### src/rtl/conv3x3_pkg.sv
`default_nettype none
// ============================================================================
//  Module      : conv3x3_pkg
//  Description : Shared constants for the 3x3 stream convolver: operator
//                mode encodings, Gaussian kernel weights, rounding constants
//                and the internal sum-width helper.
//  Revision    : 1.0  initial release
// ============================================================================
package conv3x3_pkg;

    // Operator selection; code 3 is reserved and behaves as identity.
    localparam logic [1:0] MODE_GAUSS = 2'd0;
    localparam logic [1:0] MODE_SOBEL = 2'd1;
    localparam logic [1:0] MODE_IDENT = 2'd2;

    // 1 2 1 / 2 4 2 / 1 2 1 Gaussian kernel, normalised by 16 with round-half-up.
    localparam int unsigned GAUSS_CORNER = 1;
    localparam int unsigned GAUSS_EDGE   = 2;
    localparam int unsigned GAUSS_CENTRE = 4;
    localparam int unsigned GAUSS_ROUND  = 8;
    localparam int unsigned GAUSS_SHIFT  = 4;

    // Wide enough for the full Gaussian sum (16 * max) and |Gx|+|Gy| (8 * max).
    function automatic int sum_width(input int pix_w);
        return pix_w + 4;
    endfunction

endpackage
`default_nettype wire

### src/rtl/conv3x3_chan.sv
`default_nettype none
// ============================================================================
//  Module      : conv3x3_chan
//  Description : Single-channel 3-stage 3x3 operator datapath.
//                S1: weighted row / column partial sums.
//                S2: Gaussian sum and |Gx|+|Gy|.
//                S3: mode select, rounding, saturation -> pix.
//  Ports       : clk, rst_n (sync, active-low), en (pipeline advance),
//                mode (operator of the beat entering S1), win (9 taps,
//                tap t = row*3+col at [t*PIX_W +: PIX_W]), pix (S3 result).
//  Revision    : 1.0  initial release
// ============================================================================
module conv3x3_chan
    import conv3x3_pkg::*;
#(
    parameter int PIX_W = 8
) (
    input  logic                 clk,
    input  logic                 rst_n,
    input  logic                 en,
    input  logic [1:0]           mode,
    input  logic [9*PIX_W-1:0]   win,
    output logic [PIX_W-1:0]     pix
);

    localparam int SW = sum_width(PIX_W);
    localparam int RW = PIX_W + 3;               // holds the 8x-weighted centre row
    localparam logic [PIX_W-1:0] PIX_MAX = {PIX_W{1'b1}};

    function automatic logic [RW-1:0] weigh(input logic [PIX_W-1:0] v, input int unsigned w);
        return RW'(v) * RW'(w);
    endfunction

    logic [PIX_W-1:0] p [9];

    always_comb begin
        for (int t = 0; t < 9; t++) begin
            p[t] = win[t*PIX_W +: PIX_W];
        end
    end

    // Stage registers
    logic [RW-1:0]    row0_q, row0_d, row1_q, row1_d, row2_q, row2_d;
    logic [RW-1:0]    col_l_q, col_l_d, col_r_q, col_r_d;
    logic [PIX_W-1:0] ctr1_q, ctr1_d, ctr2_q, ctr2_d;
    logic [1:0]       mode1_q, mode1_d, mode2_q, mode2_d;
    logic [SW-1:0]    gsum_q, gsum_d, ssum_q, ssum_d;
    logic [PIX_W-1:0] pix_q, pix_d;

    // Combinational intermediates
    logic [SW-1:0]    w_gx, w_gy, w_abs_x, w_abs_y, w_round;
    logic [PIX_W-1:0] w_gauss_pix, w_sobel_pix;
    logic             w_unused_round;

    always_comb begin
        // S2 arithmetic on S1 registers; subtraction is two's complement in SW bits.
        w_gx    = SW'(col_r_q) - SW'(col_l_q);
        w_gy    = SW'(row2_q)  - SW'(row0_q);
        w_abs_x = w_gx[SW-1] ? (~w_gx + SW'(1)) : w_gx;
        w_abs_y = w_gy[SW-1] ? (~w_gy + SW'(1)) : w_gy;

        // S3 arithmetic on S2 registers
        w_round        = gsum_q + SW'(GAUSS_ROUND);
        w_gauss_pix    = w_round[GAUSS_SHIFT +: PIX_W];
        w_unused_round = ^w_round[GAUSS_SHIFT-1:0];
        w_sobel_pix    = (ssum_q > SW'(PIX_MAX)) ? PIX_MAX : ssum_q[PIX_W-1:0];

        row0_d  = row0_q;
        row1_d  = row1_q;
        row2_d  = row2_q;
        col_l_d = col_l_q;
        col_r_d = col_r_q;
        ctr1_d  = ctr1_q;
        mode1_d = mode1_q;
        gsum_d  = gsum_q;
        ssum_d  = ssum_q;
        ctr2_d  = ctr2_q;
        mode2_d = mode2_q;
        pix_d   = pix_q;

        if (en) begin
            // S1: Gaussian rows double as the Sobel top/bottom rows for Gy.
            row0_d  = weigh(p[0], GAUSS_CORNER) + weigh(p[1], GAUSS_EDGE)   + weigh(p[2], GAUSS_CORNER);
            row1_d  = weigh(p[3], GAUSS_EDGE)   + weigh(p[4], GAUSS_CENTRE) + weigh(p[5], GAUSS_EDGE);
            row2_d  = weigh(p[6], GAUSS_CORNER) + weigh(p[7], GAUSS_EDGE)   + weigh(p[8], GAUSS_CORNER);
            col_l_d = RW'(p[0]) + (RW'(p[3]) << 1) + RW'(p[6]);
            col_r_d = RW'(p[2]) + (RW'(p[5]) << 1) + RW'(p[8]);
            ctr1_d  = p[4];
            mode1_d = mode;

            // S2
            gsum_d  = SW'(row0_q) + SW'(row1_q) + SW'(row2_q);
            ssum_d  = w_abs_x + w_abs_y;
            ctr2_d  = ctr1_q;
            mode2_d = mode1_q;

            // S3
            case (mode2_q)
                MODE_GAUSS: pix_d = w_gauss_pix;
                MODE_SOBEL: pix_d = w_sobel_pix;
                MODE_IDENT: pix_d = ctr2_q;
                default:    pix_d = ctr2_q;
            endcase
        end
    end

    always_ff @(posedge clk) begin
        if (!rst_n) begin
            row0_q  <= '0;
            row1_q  <= '0;
            row2_q  <= '0;
            col_l_q <= '0;
            col_r_q <= '0;
            ctr1_q  <= '0;
            mode1_q <= '0;
            gsum_q  <= '0;
            ssum_q  <= '0;
            ctr2_q  <= '0;
            mode2_q <= '0;
            pix_q   <= '0;
        end else begin
            row0_q  <= row0_d;
            row1_q  <= row1_d;
            row2_q  <= row2_d;
            col_l_q <= col_l_d;
            col_r_q <= col_r_d;
            ctr1_q  <= ctr1_d;
            mode1_q <= mode1_d;
            gsum_q  <= gsum_d;
            ssum_q  <= ssum_d;
            ctr2_q  <= ctr2_d;
            mode2_q <= mode2_d;
            pix_q   <= pix_d;
        end
    end

    assign pix = pix_q;

endmodule
`default_nettype wire

### src/rtl/conv3x3_stream.sv
`default_nettype none
// ============================================================================
//  Module      : conv3x3_stream
//  Description : NCH-channel 3x3 operator (Gaussian / Sobel magnitude /
//                identity) with valid/ready on both sides. 3-stage pipeline,
//                one global enable, 1 beat/cycle throughput.
//  Ports       : clk, rst_n (sync, active-low)
//                in_valid/in_ready/in_mode/in_last/win_i : input beat
//                out_valid/out_ready/pix_o/out_last       : output beat
//  Revision    : 1.0  initial release
// ============================================================================
module conv3x3_stream
    import conv3x3_pkg::*;
#(
    parameter int PIX_W = 8,
    parameter int NCH   = 3
) (
    input  logic                     clk,
    input  logic                     rst_n,
    input  logic                     in_valid,
    output logic                     in_ready,
    input  logic [1:0]               in_mode,
    input  logic                     in_last,
    input  logic [NCH*9*PIX_W-1:0]   win_i,
    output logic                     out_valid,
    input  logic                     out_ready,
    output logic [NCH*PIX_W-1:0]     pix_o,
    output logic                     out_last
);

    logic en;
    logic s1_valid_q, s1_valid_d, s2_valid_q, s2_valid_d, s3_valid_q, s3_valid_d;
    logic s1_last_q,  s1_last_d,  s2_last_q,  s2_last_d,  s3_last_q,  s3_last_d;

    // The whole pipe moves together; it only stalls when the output slot is
    // occupied and not being taken. Bubbles are kept, not squeezed out.
    always_comb begin
        en         = !s3_valid_q || out_ready;
        in_ready   = en;
        s1_valid_d = s1_valid_q;
        s2_valid_d = s2_valid_q;
        s3_valid_d = s3_valid_q;
        s1_last_d  = s1_last_q;
        s2_last_d  = s2_last_q;
        s3_last_d  = s3_last_q;
        if (en) begin
            s1_valid_d = in_valid;
            s1_last_d  = in_last;
            s2_valid_d = s1_valid_q;
            s2_last_d  = s1_last_q;
            s3_valid_d = s2_valid_q;
            s3_last_d  = s2_last_q;
        end
    end

    always_ff @(posedge clk) begin
        if (!rst_n) begin
            s1_valid_q <= 1'b0;
            s2_valid_q <= 1'b0;
            s3_valid_q <= 1'b0;
            s1_last_q  <= 1'b0;
            s2_last_q  <= 1'b0;
            s3_last_q  <= 1'b0;
        end else begin
            s1_valid_q <= s1_valid_d;
            s2_valid_q <= s2_valid_d;
            s3_valid_q <= s3_valid_d;
            s1_last_q  <= s1_last_d;
            s2_last_q  <= s2_last_d;
            s3_last_q  <= s3_last_d;
        end
    end

    generate
        for (genvar c = 0; c < NCH; c++) begin : g_chan
            conv3x3_chan #(
                .PIX_W (PIX_W)
            ) u_chan (
                .clk   (clk),
                .rst_n (rst_n),
                .en    (en),
                .mode  (in_mode),
                .win   (win_i[c*9*PIX_W +: 9*PIX_W]),
                .pix   (pix_o[c*PIX_W +: PIX_W])
            );
        end
    endgenerate

    assign out_valid = s3_valid_q;
    assign out_last  = s3_last_q;

endmodule
`default_nettype wire

### config.mk
export PLATFORM = sky130hd
export DESIGN_NAME = conv3x3_stream
export DESIGN_NICKNAME = d
export VERILOG_FILES = /design/src/rtl/conv3x3_pkg.sv /design/src/rtl/conv3x3_chan.sv /design/src/rtl/conv3x3_stream.sv
export SDC_FILE = /design/constraint.sdc
export NUM_CORES = 1
export LEC_CHECK = 0
export CELL_PAD_IN_SITES_DETAIL_PLACEMENT = 1
export CELL_PAD_IN_SITES_GLOBAL_PLACEMENT = 2
export CORE_ASPECT_RATIO = 1.75
export CORE_MARGIN = 2
export CORE_UTILIZATION = 38
export DETAILED_ROUTE_END_ITERATION = 16
export PLACE_DENSITY = 0.93
export SETUP_SLACK_MARGIN = 0.02
export SYNTH_ARGS = -nofsm -noshare
export SYNTH_HDL_FRONTEND = slang
export SYNTH_SLANG_ARGS = --single-unit
### constraint.sdc
create_clock -name clk -period 11.4 [get_ports clk]
set_input_delay 1.71 -clock clk [delete_from_list [all_inputs] [get_ports clk]]
set_output_delay 1.71 -clock clk [all_outputs]
set_load 0.01 [all_outputs]
==> results of run 1 <==
logic make-up after synthesis:
| kind of cell | share of synthesized area (%) |
|---|---|
| compound gates | 21.4 |
| mux | 0.421 |
| fa+ha+maj | 22.9 |
| buf+inv | 4.61 |
| xor+xnor | 10.8 |
| simple gates | 16.6 |
| flops | 23.3 |
cell type report:
class	instances	area, um2
inverters	202	773
flip-flops and latches	307	6150
well taps	903	1130
clock inverters	16	260
repair buffers	259	2570
multi-input cells	2694	19100
fillers	8421	37900
clock buffers	39	825
tightest hold or removal path, delay by kind of cell (launching register included):
family          cells  cell delay [ns]
compound gates      1             0.05
flops               1             0.31
simple gates        1             0.05
synth_stat cells (7+ instances only):
cell type  number  area [um2]
mux2i_1        10         100
xnor2_1       218        1910
o22ai_1        22         138
nand4_1        10        62.6
and2_1          7        43.8
or3_1          19         119
o31ai_1         7        52.6
nand2b_1       17         106
ha_1          345        4320
nor2_1        194         728
o21ai_0       148         741
fa_1           87        1740
nor4_1         11        68.8
nand3_1        68         340
a21boi_0        8        60.1
a211oi_1       27         203
xor2_1        108         946
inv_1         200         751
a31oi_1        21         131
o21bai_1       72         541
nor2b_1        37         231
a2111oi_0      13         114
clkbuf_1      109         409
o211ai_1       34         255
nor3_1         60         300
nor3b_1         7        52.6
dfxtp_1       307        6150
o21a_1         14         105
a21o_1         74         556
o41ai_1        10        87.6
and3_1         24         150
nand4b_1       10        87.6
nand2_1       486        1820
or2_2           9        56.3
a21oi_1       440        2200
report_power, final:
| part | leakage [nW] | switching [mW] | internal, mW | total, mW |
|---|---|---|---|---|
| combinational | 10.2 | 3.43 | 2.75 | 6.18 |
| clock | 0.527 | 0.480 | 0.650 | 1.13 |
| sequential | 2.55 | 0.209 | 1.34 | 1.55 |
routing by layer:
layer | up-vias | GRT usage (%) | wire length [um]
met1 | 11500 | 25.1 | 33300
met3 | 151 | 2.35 | 2400
met5 | - | 0 | 0
met4 | 0 | 10.4 | 4000
li1 | 11900 | - | -
met2 | 408 | 46.2 | 45700
worst max-delay path by stage:
stage               startpoint                          end
floorplan           win_i[145]  g_chan[2].u_chan.col_l_q[8]
global placement     out_ready                     in_ready
detailed placement   out_ready                     in_ready
global route         out_ready                     in_ready
CTS                  out_ready                     in_ready
finish               out_ready                     in_ready
sequential cells by signal, indices dropped and copies added, names as in the netlist, 2 cells and up:
name,cells
g_chan.u_chan.ssum_q,36
g_chan.u_chan.col_l_q,33
g_chan.u_chan.col_r_q,33
g_chan.u_chan.row0_q,33
g_chan.u_chan.row2_q,33
g_chan.u_chan.row1_q,30
g_chan.u_chan.gsum_q,27
g_chan.u_chan.ctr1_q,24
g_chan.u_chan.ctr2_q,24
g_chan.u_chan.pix,24
g_chan.u_chan.mode1_q,2
g_chan.u_chan.mode2_q,2
==> results.txt, run 1 <==
The flow ran to the end, and the final reports show no timing, DRC or antenna violations. The yosys synthesis warning count was 0; the cell count along the critical path was 5. The region available for standard cell placement spans 68600 um2. The tools report the number of standard cells in the final layout excluding fillers as 4420. The via count of the first global-routing pass is 25600.

Among all flip-flop cells after synthesis, the most frequent one is dfxtp_1. In this run the worst path has a maximum fanout of 131. The count of endpoints failing hold in the final timing report is 0.

Number of placement rows: 127. Across the run, the number of max-cap violations was 0. The worst register-to-register path ends at g_chan[0].u_chan.ssum_q[9].

The total routing resource utilization after global routing came out at 23.6%. After synthesis, the share of flip-flops with an asynchronous set or reset is 0%. In this run the register-to-register setup slack is 6.33 ns. TritonCTS built the clock tree.

Setup repair after global routing left no endpoint under its margin. For the worst-skew pair, the clock arrives at the later sink with an insertion delay of 0.62 ns. In the post-route analysis, the smallest setup slack over all paths is 5.71 ns.

Counting along the longest clock path gives a buffer depth of 3. The logs give 0.899 for the global placement routability congestion and 23.3% for the sequential cell area fraction in the yosys report. Buffers placed on the I/O ports in this run total 249.

The ratio of cells with drive above 1 in the final layout is 2.70%, and the count of boundary I/O pins is 250. The first global-routing pass estimated 135000 um of wire. In this run, synthesis produced a sequential element count of 307. After routing, the total negative slack on setup checks comes to 0 ns. The leading cell type in the layout, fill and taps excluded is nand2_1. For this run, the top clock speed supported by timing is 176 MHz. At the worst endpoint, the required time is 9.69 ns. Hold is met by 0.452 ns. For the pin with the worst max-slew slack, the measured transition is 1.01 ns. The tools report the sort of element at the start of the critical path as an input port. The via-per-instance ratio is 5.43. The vias after detailed routing was 24000; the total CTS buffers was 30. The clock-pin slew of the registers on the worst-case setup and hold paths is 0.06 ns.

The largest stage delay on the critical path came out at 0.67 ns. Across the VDD grid, the largest voltage drop is 0.000211 V. STA classifies the critical path endpoint as a primary output. Power comes to 8.86 mW.

The worst path uses 49.9% of the clock period. The cell count after synthesis came out at 3320. The final design utilization came out at 44.8%. In this run the most critical hold path is launched from g_chan[1].u_chan.ctr2_q[4]. Once placement completed, the tool counted placed cells totaling 4365. The wire-length estimate of the detail-placed layout is 68800 um. Among cell families on the critical path, the largest total delay comes from buffers and inverters. The floorplan die height is 353 um, and the final worst clock skew is 0.0289 ns.

The number of flops mapped to enable cells by yosys works out to 0. The run gives 3.98 ns as the critical path arrival. The count of unresolved DRC violations after routing is 0, and the die area is 71700 um2. For the setup-violating endpoint count in the final report, the log shows 0. The number of nets in the synthesized netlist came out at 3975. In the layout the commonest cells are nand2_1 (485), a21oi_1 (440), ha_1 (345), dfxtp_1 (306), clkdlybuf4s50_1 (248).

After detailed routing, the total wire length is 85500 um. In this run the critical register-to-register path is launched from g_chan[0].u_chan.row0_q[3]. Summing every instance area after synthesis gives 26400 um2. Traced cell by cell, the critical path runs through clkdlybuf4s50_1 -> nor2b_4 -> buf_4 -> inv_8 -> clkdlybuf4s50_1. From synthesis to final layout, the design area changed by 16.5%. The total buffers and inverters traversed by the critical path was 4; the post-CTS setup buffer count was 0. The tools report the total number of nets in the final design as 4149. For the initial antenna violation count, the log shows 0. Areal power density over the cells: 288 nW/um2. The first TritonRoute pass finished after 5 iterations. The library cell appearing most often on the critical path was clkdlybuf4s50_1. The post-layout instance area was 30800 um2. The setup path with the least slack is of type input port to primary output. For hold timing, the worst endpoint is g_chan[1].u_chan.ctr2_q[4]. At the placement stage, the worst setup path has a slack of 5.72 ns. The run gives 13.3 nW as the total leakage power.

The run gives 0 as the number of buffers added to fix hold violations after cts. The floorplan step set the die width to 203 um. Entering global routing, the biggest net connects 177 pins.

The logs give 38.5% for the starting utilization of the core area and 960 for the initial detailed-routing violation count. Path category of the worst min-delay check: flop to flop. Global routing finished with a remaining overflow of 0.

Clock tree synthesis selected as its root buffer the cell clkbuf_16. Counting every sink on the clock net gives 307. Once detail routing completed, the nets flagged for antenna violations numbered 0. The routed wirelength normalized by instance count is 19.3 um, and the worst reg-to-reg path cell count is 21. A synthesized cell averages 7.96 um2. The worst pin sits at a relative slew slack of 31.8%. Counting I/O delays and the setup requirement, the final critical path takes 5.69 ns. The tools report the number of antenna cells inserted as 0.

The tools report the number of instances resized during post-cts repair as 0. The number of max-slew violations in the final report came out at 0. Summing all placed instances gives a cell area of 29700 um2. Count of cells along the worst hold path: 2. The number of H-tree levels is 1, and the count of different cell masters after synthesis is 80. The critical-path cell with the highest stage delay is clkdlybuf4s50_1.
Note: power is estimated with default switching activity, not from simulation.
==> run 2: changes to the inputs <==
CORE_UTILIZATION = 35   (was 38)
PLACE_DENSITY = 0.87   (was 0.93)
clock period = 5.3 ns   (was 11.4 ns; I/O delays follow)
==> run 2 against run 1 <==
Net effect: critical path depth is 16 higher; flip-flop and latch count stayed put; core utilization is 3.6 points lower; critical endpoint is now g_chan[0].u_chan.ssum_q[9]; non-clock buffer count is 7 higher; final cell count is 1.2% higher; global-route usage is 1.2 points lower; via count hardly changed; critical path type is now flop to flop; clock skew is 0.0031 ns lower; sequential share of layout area is 0.078 points lower; design area is 0.39% higher; setup slack worse by 5.3 ns.
==> results.txt, run 2 (synthesis results as in run 1) <==
The flow ran to the end, and the final reports show no timing, DRC or antenna violations. The logs give 23.6% (-1.5 points) for the global-route met1 utilization and 70.1% (+0.4 points) for the combinational cell fraction of total power. The die area came out at 77800 um2 (+8.4%). Largest register by flop count: g_chan.u_chan.ssum_q. The run gives 3 (unchanged) as the maximum clock path buffer count. The met2 track demand over resource in global routing was 43.1% (-3.0 points). The achievable clock frequency is 205 MHz. Number of buffers added to fix hold violations after cts: 0 (unchanged). The run gives 0.413 ns (-5.30 ns) as the final worst-path setup slack.

The clock-pin slew of the registers on the worst-case setup and hold paths came out at 0.07 ns (about the same). The run gives 5 (unchanged) as the number of optimization iterations in the first detailed-route pass. The worst slack on hold paths came out at 0.451 ns (-0.000520 ns). The run gives 0 (unchanged) as the number of nets still failing antenna checks after routing. The number of H-tree levels was 1 (unchanged); the final worst clock skew was 0.0258 ns (-0.00314 ns). The run gives 0.895 (-0.41%) as the global placement routability congestion. The layer flagged by global routing as most heavily used is met2. The tools report the number of placement rows as 133 (+4.7%).

The die outline width was 212 um (+4.1%); the routed wirelength normalized by instance count was 19.5 um (+0.99%). The largest stage delay on the critical path was 0.45 ns (-0.22 ns). Traced cell by cell, the critical path runs through inv_1 -> ha_1 -> a21oi_1 -> nor2b_1 -> o31ai_1 -> a21oi_1 -> a21o_1 -> a21o_1 -> a21oi_1 -> mux2i_1 -> inv_1 -> ha_1 -> a21o_1 -> a21o_1 -> a21oi_1 -> o21ai_0 -> a41oi_1 -> nor2b_1 -> xnor2_1 -> nand2_1 -> a21oi_1. The tools report the count of unresolved DRC violations after routing as 0 (unchanged).

The run gives 12.7% (about the same) as the share of power burned in the clock network. The number of instances resized during post-cts repair was 0 (unchanged). The floorplan die height is 367 um (+4.2%). Among the stages of the critical path, the cell type that occurs most often is a21oi_1. For this design, the slowest cell found on the critical path is o31ai_1.

The post-layout minimum cycle time was 4.89 ns. The number of cells in the design after placement was 4414 (+1.1%); the count of endpoints failing hold in the final timing report was 0 (unchanged). The number of standard cells in the final layout excluding fillers is 4474 (+1.2%). The period utilization was 92.2%; the number of flip-flops under the largest register name was 36 (unchanged).

The slew at the pin closest to its max-slew limit was 1.10 ns (+0.0860 ns); the number of max-slew violations in the final report was 0 (unchanged). Required time at the worst-slack endpoint: 5.83 ns (-3.86 ns). The number of clock sinks seen by CTS was 307 (unchanged). Sequential share of power: 17.2% (-0.3 points). The tools report the HPWL after detailed placement as 71000 um (+3.1%). Setup repair after global routing left no endpoint under its margin. For the total leakage power, the log shows 13.3 nW (+0.33%).

Path category of the worst min-delay check: flop to flop. The top cell types in the final layout, fill and taps aside, are nand2_1 (486), a21oi_1 (440), ha_1 (345), dfxtp_1 (306), clkdlybuf4s50_1 (248). Switching fraction of total power: 46.9% (+0.46 points). The run gives 0 (unchanged) as the number of maximum-capacitance violations. TritonCTS built the clock tree.

Via count of the first global-routing pass: 25700 (+0.37%). The number of buffers added on ports was 249 (unchanged); the setup-violating endpoint count in the final report was 0 (unchanged). The top fanout value on the critical path is 6 (-95%), and the met3 layer usage reported by global route is 2.35% (about the same). The largest net degree at the start of global routing came out at 152 (-14%). The logs give 31 (+3.3%) for the total CTS buffers and 5.41 ns (+1.43 ns) for the critical path arrival.

The tools report the latest clock arrival within the worst-skew pair as 0.62 ns (about the same). STA classifies the critical path endpoint as a flop. The relative max-transition margin is 26.0% (-5.8 points). The areal power density over the cells is 623 nW/um2 (+120%). The worst-case setup slack after placement is 0.506 ns (-5.21 ns). STA classifies the critical path startpoint as a flop.

The count of boundary I/O pins is 250 (unchanged). Ratio of cells with drive above 1 in the final layout: 2.92% (+0.22 points). The total number of nets in the final design came out at 4157 (+0.19%). The critical path in this run is classified as flop to flop.

The tools report the setup TNS after final layout as 0 ns (unchanged). The global-route wire length before repair is 137000 um (+1.5%). Relative to the synthesized area, the layout overhead comes to 16.9%. For the maximum ir drop on the vdd rail, the log shows 0.000373 V (+76%). The via-per-instance ratio works out to 5.37 (-1.1%).

The tree is rooted in a clkbuf_16. The run gives 22.4% (-1.2 points) as the total routing resource utilization after global routing. The logs give 4 (+4) for the initial antenna violation count and 954 (-0.63%) for the initial detailed-routing violation count. The vias after detailed routing was 24000 (+0.058%). The net load switching power was 9.04 mW (+120%); the post-CTS setup buffer count was 0 (unchanged). The residual overflow from global routing is 0 (unchanged). The library cell used most frequently in the layout, excluding fill and tap cells, is nand2_1. The routed wire length is 87400 um (+2.2%), and the internal power summed over all cells is 10.2 mW (+120%). The starting utilization of the core area is 35.3% (-3.2 points).

Area of the core region: 74900 um2 (+9.1%).
run 2: per-layer routing:
layer | part of all wire, % | up-vias
li1 | - | 11900
met5 | 0.013 | -
met4 | 5.4 | 2
met1 | 39 | 11500
met2 | 53 | 430
met3 | 3.0 | 161
run 2: path summary, 6_finish.rpt:
path	slack, ns	to	depth (start not counted)	startpoint
setup / recovery	0.41	g_chan[0].u_chan.ssum_q[9]	21	g_chan[0].u_chan.row0_q[3]
hold / removal	0.45	g_chan[2].u_chan.col_r_q[0]	2	g_chan[2].u_chan.col_r_q[0]
setup reg to reg	0.41	g_chan[0].u_chan.ssum_q[9]	21	g_chan[0].u_chan.row0_q[3]
hold reg to reg	0.45	g_chan[2].u_chan.col_r_q[0]	2	g_chan[2].u_chan.col_r_q[0]
run 2: worst max-delay path: cells and delay by family (launching register included):
family                   cells  cell delay (ns)
AO/OA/AOI/OAI               12             2.82
adder cells (fa/ha/maj)      2             0.64
AND/OR/NAND/NOR              3             0.34
buffers and inverters        2             0.15
XOR/XNOR                     1             0.14
flip-flops                   1             0.37
multiplexers                 1             0.34
run 2: area by class of cell:
type / instances / area, um2
flip-flops and latches: 307 / 6150
multi-input cells: 2694 / 19100
repair buffers: 266 / 2630
clock inverters: 16 / 230
well taps: 945 / 1180
diodes: 2 / 5.00
inverters: 202 / 773
clock buffers: 42 / 867
fillers: 9186 / 44000
run 2: metrics by stage:
step	power (mW)	cell area (um2)	utilization, %
after global routing	21.0	30900	41.3
after floorplan	13.3	26400	-
after global placement	16.6	29800	39.8
final	19.3	30900	41.3
after detailed placement	16.9	29800	39.8
after CTS	19.5	30900	41.3
run 2: power by group through the flow:
| stage | clock network (mW) | registers [mW] | logic [mW] |
|---|---|---|---|
| floorplan | 0 | 3.23 | 10.1 |
| global placement | 0 | 3.36 | 13.3 |
| detailed placement | 0 | 3.37 | 13.5 |
| CTS | 2.51 | 3.33 | 13.6 |
| global route | 2.59 | 3.39 | 15.1 |
| finish | 2.44 | 3.32 | 13.5 |
